--- src/rtl/dna_pkg.sv ---
// Shared DNA strand types and constants for the strand feeder path.
package dna_pkg;

  localparam int DEFAULT_STRAND_LEN = 16;

  typedef enum logic [1:0] {
    BASE_A = 2'b00,
    BASE_C = 2'b01,
    BASE_G = 2'b10,
    BASE_T = 2'b11
  } base_t;

  typedef enum logic [2:0] {
    IDLE,
    FETCH,
    WAIT,
    SHIFT,
    DONE,
    GUARD
  } feeder_state_t;

  // C and G bases are the ones that count toward GC content.
  function automatic logic is_gc(input base_t b);
    return (b == BASE_C) || (b == BASE_G);
  endfunction

endpackage

--- src/rtl/strand_feeder_base_serializer.sv ---
// base_serializer: holds one strand word and steps through its 2-bit bases
// LSB first. It tracks the base index and raises last/done on the final base.
// With STRAND_FEEDER_GC_EN it also counts the C/G bases that are handshaken.
module base_serializer
  import dna_pkg::*;
#(
  parameter int STRAND_LEN = DEFAULT_STRAND_LEN,
  localparam int CNT_W     = $clog2(STRAND_LEN + 1)
) (
  input  logic                    clk,
  input  logic                    rst,
  input  logic                    load,
  input  logic [2*STRAND_LEN-1:0] load_data,
  input  logic                    shift,
  output base_t                   base,
  output logic                    last,
  output logic                    done
`ifdef STRAND_FEEDER_GC_EN
  ,
  output logic [CNT_W-1:0]        gc_count
`endif
);

  logic [2*STRAND_LEN-1:0] shreg;
  logic [CNT_W-1:0]        cnt;

  assign base = base_t'(shreg[1:0]);
  assign last = (cnt == CNT_W'(STRAND_LEN - 1));
  assign done = shift & last;

  // Word capture, then shift right one base for each accepted handshake.
  always_ff @(posedge clk or posedge rst) begin
    if (rst)        shreg <= '0;
    else if (load)  shreg <= load_data;
    else if (shift) shreg <= {2'b00, shreg[2*STRAND_LEN-1:2]};
  end

  // Base index within the strand. It reaches STRAND_LEN after the final base,
  // so last stays low outside the shifting phase.
  always_ff @(posedge clk or posedge rst) begin
    if (rst)        cnt <= '0;
    else if (load)  cnt <= '0;
    else if (shift) cnt <= cnt + 1'b1;
  end

`ifdef STRAND_FEEDER_GC_EN
  // GC accumulator. It only moves on handshakes, so it holds from DONE until the next load.
  always_ff @(posedge clk or posedge rst) begin
    if (rst)                       gc_count <= '0;
    else if (load)                 gc_count <= '0;
    else if (shift && is_gc(base)) gc_count <= gc_count + 1'b1;
  end
`endif

endmodule

--- src/rtl/strand_feeder.sv ---
// strand_feeder: fetches one strand per load_on iteration from a synchronous
// memory and streams its bases to the correlator. It pulses cor_ready when the
// last base has been accepted. All outputs are decoded from registers.
// Optional feature macro: STRAND_FEEDER_GC_EN (adds the gc_count port).
module strand_feeder
  import dna_pkg::*;
#(
  parameter int STRAND_LEN = DEFAULT_STRAND_LEN,
  parameter int ADDR_W     = 10
) (
  input  logic                    clk,
  input  logic                    rst,
  input  logic                    load_on,
  output logic                    mem_rd_en,
  output logic [ADDR_W-1:0]       mem_addr,
  input  logic [2*STRAND_LEN-1:0] mem_rd_data,
  output logic                    base_valid,
  output logic [1:0]              base,
  output logic                    base_last,
  input  logic                    base_ready,
  output logic                    cor_ready,
  output logic [31:0]             strand_idx
`ifdef STRAND_FEEDER_GC_EN
  ,
  output logic [$clog2(STRAND_LEN+1)-1:0] gc_count
`endif
);

  feeder_state_t state, state_nxt;
  base_t         ser_base;
  logic          ser_last, ser_done, hs;

  assign hs = base_valid & base_ready;

  base_serializer #(.STRAND_LEN(STRAND_LEN)) u_ser (
    .clk       (clk),
    .rst       (rst),
    .load      (state == WAIT),
    .load_data (mem_rd_data),
    .shift     (hs),
    .base      (ser_base),
    .last      (ser_last),
    .done      (ser_done)
`ifdef STRAND_FEEDER_GC_EN
    ,
    .gc_count  (gc_count)
`endif
  );

  // State register.
  always_ff @(posedge clk or posedge rst) begin
    if (rst) state <= IDLE;
    else     state <= state_nxt;
  end

  // Completed-strand counter. It wraps naturally at 2^32, and its low bits
  // give the fetch address, which wraps modulo 2^ADDR_W.
  always_ff @(posedge clk or posedge rst) begin
    if (rst)                 strand_idx <= '0;
    else if (state == DONE)  strand_idx <= strand_idx + 32'd1;
  end

  // Next-state logic and Moore output decode. GUARD absorbs the one-cycle
  // lag of upstream load_on after the final cor_ready.
  always_comb begin
    state_nxt  = state;
    mem_rd_en  = 1'b0;
    base_valid = 1'b0;
    cor_ready  = 1'b0;
    mem_addr   = strand_idx[ADDR_W-1:0];
    base       = ser_base;
    base_last  = 1'b0;
    case (state)
      IDLE:  if (load_on) state_nxt = FETCH;
      FETCH: begin
        mem_rd_en = 1'b1;
        state_nxt = WAIT;
      end
      WAIT:  state_nxt = SHIFT;
      SHIFT: begin
        base_valid = 1'b1;
        base_last  = ser_last;
        if (ser_done) state_nxt = DONE;
      end
      DONE: begin
        cor_ready = 1'b1;
        state_nxt = GUARD;
      end
      GUARD:   state_nxt = IDLE;
      default: state_nxt = IDLE;
    endcase
  end

endmodule

--- config.mk ---
export PLATFORM = sky130hd
export DESIGN_NAME = strand_feeder
export DESIGN_NICKNAME = d
export VERILOG_FILES = /design/src/rtl/dna_pkg.sv /design/src/rtl/strand_feeder_base_serializer.sv /design/src/rtl/strand_feeder.sv
export SDC_FILE = /design/constraint.sdc
export NUM_CORES = 1
export LEC_CHECK = 0
export ABC_AREA = 1
export CAP_MARGIN = 20
export CORE_MARGIN = 2
export CORE_UTILIZATION = 38
export CTS_BUF_LIST = sky130_fd_sc_hd__clkbuf_4
export DETAILED_ROUTE_END_ITERATION = 8
export GPL_ROUTABILITY_DRIVEN = 0
export GPL_TIMING_DRIVEN = 0
export SLEW_MARGIN = 20
export SYNTH_ARGS = -nofsm -noshare
export SYNTH_HDL_FRONTEND = slang
export SYNTH_SLANG_ARGS = --single-unit
--- constraint.sdc ---
create_clock -name clk -period 3 [get_ports clk]
set_input_delay 0.75 -clock clk [delete_from_list [all_inputs] [get_ports clk]]
set_output_delay 0.75 -clock clk [all_outputs]
set_load 0.01 [all_outputs]
==> flow_metrics.tcl, run 1 <==
set metrics [dict create \
    status "finished clean" \
    grt_pass1_wl_mm 14.7 \
    synth_area_um2 3770 \
    fp.coreArea_um2 9680 \
    ys_types 31 \
    met1_usage 0.208 \
    antenna_cells 0 \
    io_pins 84 \
    fin_crit_sh 0.907 \
    ys_warn_count 0 \
    firstDrtPassIters 4 \
    wl_per_cell_um 12.1 \
    intPower_mw 2.08 \
    synthCells 477 \
    path_max_fanout 10 \
    critical_path_class "flop to output pin" \
    post_drt_via_cell_ratio 4.64 \
    met3_usage 0.0384 \
    ant_nets 0 \
    row_count 36 \
    most-common-layout-cells "nand2_1 (190), clkdlybuf4s50_1 (82), dfrtp_1 (72), nor2_1 (49), nand3_1 (39)" \
    final_common_cell "nand2_1" \
    grt_pass1_vias 3174 \
    reg2reg_to "strand_idx[18]$_DFFE_PP0P_" \
    initial_core_util 0.389 \
    r2r_slack_ps 1230 \
    fmax_mhz 367 \
    cts_sinks 72 \
    vdd_ir_drop_max_uv 332 \
    ys_seq_area_frac 0.478 \
    hold_viol 0 \
    cp.arrival_ps 1970 \
    avgSynthCellArea_um2 7.90 \
    grt_busiest_layer "met2" \
    portBuffers 83 \
    drt_iter0_drc 110 \
    drive_gt1_frac 0.0936 \
    worstPathRequired_ps 2250 \
    post_cts_buffers 0 \
    clk_latency_ps 410 \
    synth_nets 516 \
    numCtsBuffers 9 \
    p_sw_mw 1.15 \
    seq_area_um2 1800 \
    slew_violations 0 \
    comb_power_share 0.357 \
    dpl_cell_area_um2 4790 \
    finalInstanceArea_um2 4950 \
    die_w_um 104 \
    cts.htree.levels 3 \
    ys_ff_latch 72 \
    rsz0062_at_grt "no" \
    ff2ff_path_depth 8 \
    routed_wl_mm 8.56 \
    worst_pin_slew_ps 523 \
    setup_viol 0 \
    drc_errors 0 \
    cp-startpoint "state[1]$_DFFE_PP0P_" \
    track_usage 0.165 \
    power_mw 3.23 \
    timing.slew.headroom 0.650 \
    p_clk_frac 0.211 \
    grt.met2_usage 0.277 \
    p_leak_nw 2.26 \
    clockBufferDepth 2 \
    critPathCaptureType "output pin" \
    crit_end "cor_ready" \
    die_area_um2 10700 \
    areaGrowthSynthToFinish_pct 31.2 \
    grt_max_degree 41 \
    nFillCells 952 \
    cts_tree "built" \
    num_vias 3295 \
    crit_path_start_kind "flop" \
    cts-root-buf "clkbuf_4" \
    hold_path_class "flop to flop" \
    post-dp-hpwl_mm 6.49 \
    fin_skew_ps 10.6 \
    fin_cells 710 \
    fin_crit_ps 2720 \
    r2r-start "strand_idx[1]$_DFFE_PP0P_" \
    multiInputGateArea_um2 1660 \
    maxCapViolCount 0 \
    tns_ps 0 \
    die_y_um 104 \
    power.density_nw_per_um2 652 \
    swShare 0.356 \
    nets 611 \
    grt_overflow 0 \
    clk_pin_slew_worst_paths_ps 120 \
    antenna_found_initial 0 \
    power_frac_seq 0.432 \
    dp_cells 694 \
]
## sequential cells by signal, summed over array words and instances, names as in the netlist
signal and flops:
state 3, strand_idx 32, u_ser.cnt 5, u_ser.shreg 32
## critical path, cell delays in order, from the launching register on
cell	delay (ps)
dfrtp_1	430
inv_1	200
nand2_2	140
nor2_8	210
clkdlybuf4s50_1	580
## worst min-delay path by stage
stage | start | endpoint | slack [ps] | cells past startpoint
detailed placement | u_ser.shreg[31]$_DFFE_PP0P_ | u_ser.shreg[31]$_DFFE_PP0P_ | 460 | 2
global placement | u_ser.shreg[31]$_DFFE_PP0P_ | u_ser.shreg[31]$_DFFE_PP0P_ | 460 | 2
floorplan | u_ser.shreg[31]$_DFFE_PP0P_ | u_ser.shreg[31]$_DFFE_PP0P_ | 440 | 2
CTS | u_ser.shreg[31]$_DFFE_PP0P_ | u_ser.shreg[31]$_DFFE_PP0P_ | 490 | 2
global route | u_ser.shreg[31]$_DFFE_PP0P_ | u_ser.shreg[31]$_DFFE_PP0P_ | 520 | 2
finish | u_ser.shreg[31]$_DFFE_PP0P_ | u_ser.shreg[31]$_DFFE_PP0P_ | 490 | 2
## power groups by stage
stage          registers (mW)  clock network [mW]  logic [mW]
2_1_floorplan            1.38                   0       0.808
3_3_place_gp             1.41                   0        1.14
3_5_place_dp             1.41                   0        1.18
4_1_cts                  1.40               0.699        1.17
5_1_grt                  1.44               0.742        1.29
6_report                 1.40               0.680        1.15
## synth_stat cells, drive strengths merged
master	count	area, um2
a21oi	3	15.0
a22o	1	8.76
a22oi	1	7.51
and2	1	6.26
buf	21	159
dfrtp	72	1800
ha	3	37.5
inv	39	146
nand2	191	719
nand3	45	270
nand3b	10	75.1
nand4	1	6.26
nor2	56	284
nor3	5	36.3
o21ai	13	68.8
o22ai	1	6.26
o31ai	1	7.51
xnor2	7	61.3
xor2	6	52.6
## routing by layer
| metal | routed length [um] | part of all wire |
|---|---|---|
| met5 | 0 | 0 |
| met4 | 147 | 0.017 |
| met3 | 473 | 0.055 |
| met2 | 4020 | 0.47 |
| met1 | 3910 | 0.46 |
## cell families after synthesis
family | after synthesis | synth area share
AO/OA/AOI/OAI | 20 | 0.0302
XOR/XNOR | 13 | 0.0302
adder cells (fa/ha/maj) | 3 | 0.00996
buffers and inverters | 60 | 0.0810
flip-flops | 72 | 0.478
AND/OR/NAND/NOR | 309 | 0.371
## per-stage QoR
step / setup WS, ps / utilization / hold WS [ps]
final: 278 / 0.511 / 489
after global routing: 167 / 0.511 / 519
after CTS: 195 / 0.510 / 491
after detailed placement: 680 / 0.495 / 463
after global placement: -903 / 0.492 / 460
after floorplan: 425 / - / 443
## cell type report
cell class	instances	area share
tap	133	0.0336
sequential	72	0.364
inverter	39	0.0301
buffer	21	0.0321
clock inverter	7	0.0175
multi-input combinational	345	0.336
timing repair buffer	84	0.173
clock buffer	9	0.0137
## what timing repair did
item	4_1_cts	5_1_grt
setup endpoints to repair	0	1
gates resized for setup	0	1
hold endpoints to repair	0	0
hold buffers	0	0
Power figures use the tool's default switching activity.
==> run 2: changes to the inputs <==
==> constraint.sdc (replaced) <==
create_clock -name clk -period 3.3 [get_ports clk]
set_input_delay 0.825 -clock clk [delete_from_list [all_inputs] [get_ports clk]]
set_output_delay 0.825 -clock clk [all_outputs]
set_load 0.01 [all_outputs]
==> flow_metrics.tcl, run 2 (synthesis gave the netlist of run 1 again) <==
set metrics [dict create \
    dp_cells 694 \
    worst_pin_slew_ps 523 \
    fin_crit_ps 2870 \
    fp.coreArea_um2 9680 \
    drive_gt1_frac 0.0936 \
    numCtsBuffers 9 \
    postCtsHoldBufs 0 \
    cp_top_family "buffers and inverters" \
    critPathCaptureType "output pin" \
    cp_cell_sequence "ha_1 > nand2_1 > nor2_1 > ha_1 > inv_1 > nor2_1 > clkdlybuf4s50_1" \
    most-common-layout-cells "nand2_1 (190), clkdlybuf4s50_1 (83), dfrtp_1 (72), nor2_1 (49), nand3_1 (39)" \
    fin_crit_sh 0.869 \
    die_y_um 104 \
    fin_skew_ps 12.6 \
    worstPathRequired_ps 2470 \
    io_pins 84 \
    cts_tree "built" \
    die_area_um2 10700 \
    fin_cells 710 \
    post_cts_buffers 0 \
    ant_nets 0 \
    initial_core_util 0.389 \
    wl_per_cell_um 12.0 \
    drt_iter0_drc 96 \
    slew_violations 0 \
    final.setup.worst_slack_ps 432 \
    cpPeakStageDelay_ps 560 \
    status "finished clean" \
    clockBufferDepth 2 \
    power.density_nw_per_um2 593 \
    vdd_ir_drop_max_uv 302 \
    maxCapViolCount 0 \
    antenna_cells 0 \
    min_from "u_ser.shreg[31]$_DFFE_PP0P_" \
    post_drt_via_cell_ratio 4.63 \
    row_count 36 \
    cts-root-buf "clkbuf_4" \
    setup_viol 0 \
    clk_pin_slew_worst_paths_ps 120 \
    routed_wl_mm 8.54 \
    path_max_fanout 4 \
    cts.htree.levels 3 \
    p_leak_nw 2.25 \
    grt_pass1_vias 3174 \
    portBuffers 83 \
    num_vias 3289 \
    clk_latency_ps 410 \
    r2r-start "strand_idx[1]$_DFFE_PP0P_" \
    areaGrowthSynthToFinish_pct 31.1 \
    nFillCells 952 \
    slowest_stage "clkdlybuf4s50_1" \
    cp.arrival_ps 2040 \
    hold_path_class "flop to flop" \
    post-place-ws_ps 905 \
    hold_viol 0 \
    r2r_slack_ps 1520 \
    die_w_um 104 \
    reg.largest.list "strand_idx: 32 flops, u_ser.shreg: 32 flops, u_ser.cnt: 5 flops" \
    firstDrtPassIters 4 \
    drc_errors 0 \
    critical_path_class "flop to output pin" \
    critPathBufInv 2 \
    post-dp-hpwl_mm 6.49 \
    rsz0062_at_grt "no" \
    grt_max_degree 41 \
    nets 611 \
    track_usage 0.165 \
    cts_sinks 72 \
    grt_overflow 0 \
    cp-startpoint "u_ser.cnt[0]$_DFFE_PP0P_" \
    timing.slew.headroom 0.650 \
    antenna_found_initial 0 \
    fmax_mhz 349 \
    grt_pass1_wl_mm 14.7 \
    cts_resized 0 \
    crit_path_start_kind "flop" \
    final_common_cell "nand2_1" \
]
[run 2: per-layer routing]
metal / track usage / up-vias / wire length [um]
met4: 0.0637 / 0 / 125
met3: 0.0384 / 10 / 471
met5: 0 / - / 0
met1: 0.208 / 1514 / 3870
li1: - / 1672 / -
met2: 0.277 / 93 / 4070
[run 2: where the power goes]
group / switching (mW) / internal, mW / leakage [nW] / total, mW
sequential: 0.153 / 1.12 / 0.947 / 1.27
clock: 0.314 / 0.301 / 0.0847 / 0.615
combinational: 0.575 / 0.471 / 1.21 / 1.05
[run 2: final timing paths]
check / endpoint / cells past startpoint
max in group asynchronous: u_ser.shreg[14]$_DFFE_PP0P_ / 3
setup / recovery: base_last / 7
min in group asynchronous: u_ser.cnt[4]$_DFFE_PP0P_ / 2
setup reg to reg: strand_idx[18]$_DFFE_PP0P_ / 8
hold reg to reg: u_ser.shreg[31]$_DFFE_PP0P_ / 2
hold / removal: u_ser.shreg[31]$_DFFE_PP0P_ / 2
[run 2: cell type report]
type / instances / area (um2) / share of cell area
Inverter: 39 / 149 / 0.0301
Tap cell: 133 / 166 / 0.0337
Timing Repair Buffer: 84 / 851 / 0.172
Buffer: 21 / 159 / 0.0321
Clock buffer: 9 / 67.6 / 0.0137
Clock inverter: 7 / 86.3 / 0.0175
Multi-Input combinational cell: 345 / 1660 / 0.336
Sequential cell: 72 / 1800 / 0.364
[run 2: metrics by stage]
step	instance area [um2]	util	hold slack [ps]	TNS (ps)	total power, mW
after CTS	4940	0.510	491	0	2.97
after global routing	4940	0.510	519	0	3.15
after detailed placement	4790	0.495	463	0	2.35
after global placement	4770	0.492	460	-48730	2.32
final	4940	0.510	487	0	2.93
after floorplan	3770	-	443	0	1.99
[run 2: worst min-delay path: stages (launching register included)]
cell	delay [ps]
dfrtp_1	360
nand2_1	50
nand2_1	50
==> run 3: changes to the inputs <==
--- a/config.mk
+++ b/config.mk
@@ -5,7 +5,6 @@
 export SDC_FILE = /design/constraint.sdc
 export NUM_CORES = 1
 export LEC_CHECK = 0
-export ABC_AREA = 1
 export CAP_MARGIN = 20
 export CORE_MARGIN = 2
 export CORE_UTILIZATION = 38
@@ -17,3 +16,4 @@
 export SYNTH_ARGS = -nofsm -noshare
 export SYNTH_HDL_FRONTEND = slang
 export SYNTH_SLANG_ARGS = --single-unit
+export TNS_END_PERCENT = 100
==> flow_metrics.tcl, run 3 <==
set metrics [dict create \
    status "finished clean" \
    dp_cells 511 \
    fp.coreArea_um2 8590 \
    power_mw 2.31 \
    drive_gt1_frac 0.112 \
    fin_crit_ps 2880 \
    final.setup.worst_slack_ps 416 \
    avgSynthCellArea_um2 10.5 \
    final_common_cell "clkdlybuf4s50_1" \
    vdd_ir_drop_max_uv 355 \
    reg.largest.list "strand_idx: 32 flops, u_ser.shreg: 32 flops, u_ser.cnt: 5 flops" \
    ant_nets 0 \
    post_cts_buffers 0 \
    row_count 34 \
    portBuffers 83 \
    cp_cell_sequence "ha_1 > and3_1 > ha_1 > and2_1 > clkdlybuf4s50_1" \
    most-common-layout-cells "clkdlybuf4s50_1 (83), nand2_1 (81), dfrtp_1 (72), a22oi_1 (30), xnor2_1 (26)" \
    ys_ff_latch 72 \
    ys_async_sr_fraction 1.00 \
    drc_errors 0 \
    synth_top_area_cell "dfrtp_1" \
    clk_latency_ps 420 \
    post-place-ws_ps 871 \
    yosys.area.top_type_share 0.540 \
    fmax_mhz 347 \
    fin_skew_ps 13.5 \
    cts-root-buf "clkbuf_4" \
    nets 453 \
    slew_violations 0 \
    fin_crit_sh 0.874 \
    hold_viol 0 \
    cts_resized 0 \
    wl_per_cell_um 13.2 \
    maxCapViolCount 0 \
    path_max_fanout 4 \
    track_usage 0.160 \
    cp_top_family "buffers and inverters" \
    critPathBufInv 1 \
    grt_pass1_wl_mm 12.4 \
    numCtsBuffers 9 \
    worstPathRequired_ps 2470 \
    drt_iter0_drc 94 \
    synth.area.top_cells "dfrtp_1 (54%), nand2_1 (9.1%), xnor2_1 (6.8%)" \
    path_common_cell "ha_1" \
    areaGrowthSynthToFinish_pct 33.5 \
    num_vias 2606 \
    cts.htree.levels 3 \
    clk_pin_slew_worst_paths_ps 120 \
    cpPeakStageDelay_ps 470 \
    die_y_um 97.7 \
    critical_path_class "flop to output pin" \
    hold_path_class "flop to flop" \
    die_area_um2 9540 \
    fin_cells 527 \
    grt_max_degree 38 \
    postCtsHoldBufs 0 \
    die_w_um 97.7 \
    ys_types 30 \
    p_leak_nw 2.10 \
    grt_overflow 0 \
    crit_path_start_kind "flop" \
    synth_area_um2 3330 \
    routed_wl_mm 6.97 \
    antenna_cells 0 \
    firstDrtPassIters 4 \
    synth_nets 358 \
    yosysMostFrequentCell "nand2_1" \
    grt_pass1_vias 2646 \
    initial_core_util 0.388 \
    io_pins 84 \
    post_drt_via_cell_ratio 4.94 \
    clockBufferDepth 2 \
    timing.slew.headroom 0.694 \
    cts_sinks 72 \
    ys_warn_count 0 \
    setup_viol 0 \
    critPathCaptureType "output pin" \
    rsz0062_at_grt "no" \
    power.density_nw_per_um2 519 \
    ys_seq_area_frac 0.540 \
    cp.arrival_ps 2060 \
    ys.flop_type "dfrtp_1" \
    synth_edf_count 0 \
    slowest_stage "clkdlybuf4s50_1" \
    worst_pin_slew_ps 458 \
    synthCells 319 \
    cts_tree "built" \
    synth_commonest_cells "nand2_1 (81), dfrtp_1 (72), a22oi_1 (30), xnor2_1 (26)" \
    antenna_found_initial 0 \
    post-dp-hpwl_mm 5.01 \
    nFillCells 809 \
]
## run 3: cell count changes in the layout (fill, tap and decap cells not counted), moves of 4 or more
cell and delta:
a22oi_1 +29, inv_1 -34, nand3_2 -4, o21ai_0 -5
buf_2 +5, nand3b_1 -10, nand2_1 -109, nand4_1 +13
xnor2_1 +19, nand3_1 -25, nor2_1 -40, and3_1 +5
## run 3: routing by layer
layer | track usage | vias up | share of wire
met5 | 0 | - | 0
met2 | 0.255 | 68 | 0.48
met1 | 0.206 | 1249 | 0.45
met4 | 0.0694 | 0 | 0.015
li1 | - | 1279 | -
met3 | 0.0424 | 10 | 0.057
## run 3: final timing paths
path,endpoint,cells after the start,startpoint,slack [ps]
max,base_last,5,u_ser.cnt[0]$_DFFE_PP0P_,420
min,strand_idx[31]$_DFFE_PP0P_,1,strand_idx[31]$_DFFE_PP0P_,480
max reg2reg,strand_idx[25]$_DFFE_PP0P_,6,state[1]$_DFFE_PP0P_,1550
min reg2reg,strand_idx[31]$_DFFE_PP0P_,1,strand_idx[31]$_DFFE_PP0P_,480
max in group asynchronous,u_ser.shreg[4]$_DFFE_PP0P_,3,rst,1980
min in group asynchronous,strand_idx[22]$_DFFE_PP0P_,2,rst,760
## run 3: final cells by class
| cell class | count | area (um2) | share of cell area |
|---|---|---|---|
| Timing Repair Buffer | 84 | 851 | 0.191 |
| Buffer | 27 | 176 | 0.0396 |
| Clock buffer | 9 | 67.6 | 0.0152 |
| Clock inverter | 7 | 62.6 | 0.0140 |
| Inverter | 4 | 17.5 | 0.00393 |
| Multi-Input combinational cell | 216 | 1340 | 0.301 |
| Tap cell | 108 | 135 | 0.0303 |
| Sequential cell | 72 | 1800 | 0.405 |
## run 3: kinds of logic (layout without fill, tap and decap cells)
kind of cell               after synthesis  count (layout)  share of synthesized area
and+or+nand+nor                        142             142                      0.222
AOI/OAI and AO/OA                       37              37                     0.0792
DFF                                     72              72                      0.540
adders and majority gates                3               3                     0.0113
xor gates and xnor gates                33              33                     0.0867
muxes                                    1               1                    0.00338
buffers and inverters                   31             131                     0.0574
## run 3: worst reg2reg max path, stage by stage (launching register included)
cell       delay (ps)
dfrtp_1           390
buf_6             130
nand4bb_1         180
buf_4             190
nor3_4            390
nand4_1           190
xnor2_1           160
## run 3: report_power, final
part	internal [mW]	total, mW	switching, mW
combinational	0.267	0.569	0.301
clock	0.223	0.542	0.319
sequential	1.08	1.20	0.116
total	1.57	2.31	0.737
## run 3: stage by stage
stage	cell area [um2]	TNS, ps	utilization	hold slack, ps
after detailed placement	4320	0	0.503	464
final	4450	0	0.518	484
after floorplan	3330	0	-	447
after global placement	4300	-45900	0.500	460
after global routing	4450	0	0.518	521
after CTS	4450	0	0.518	492
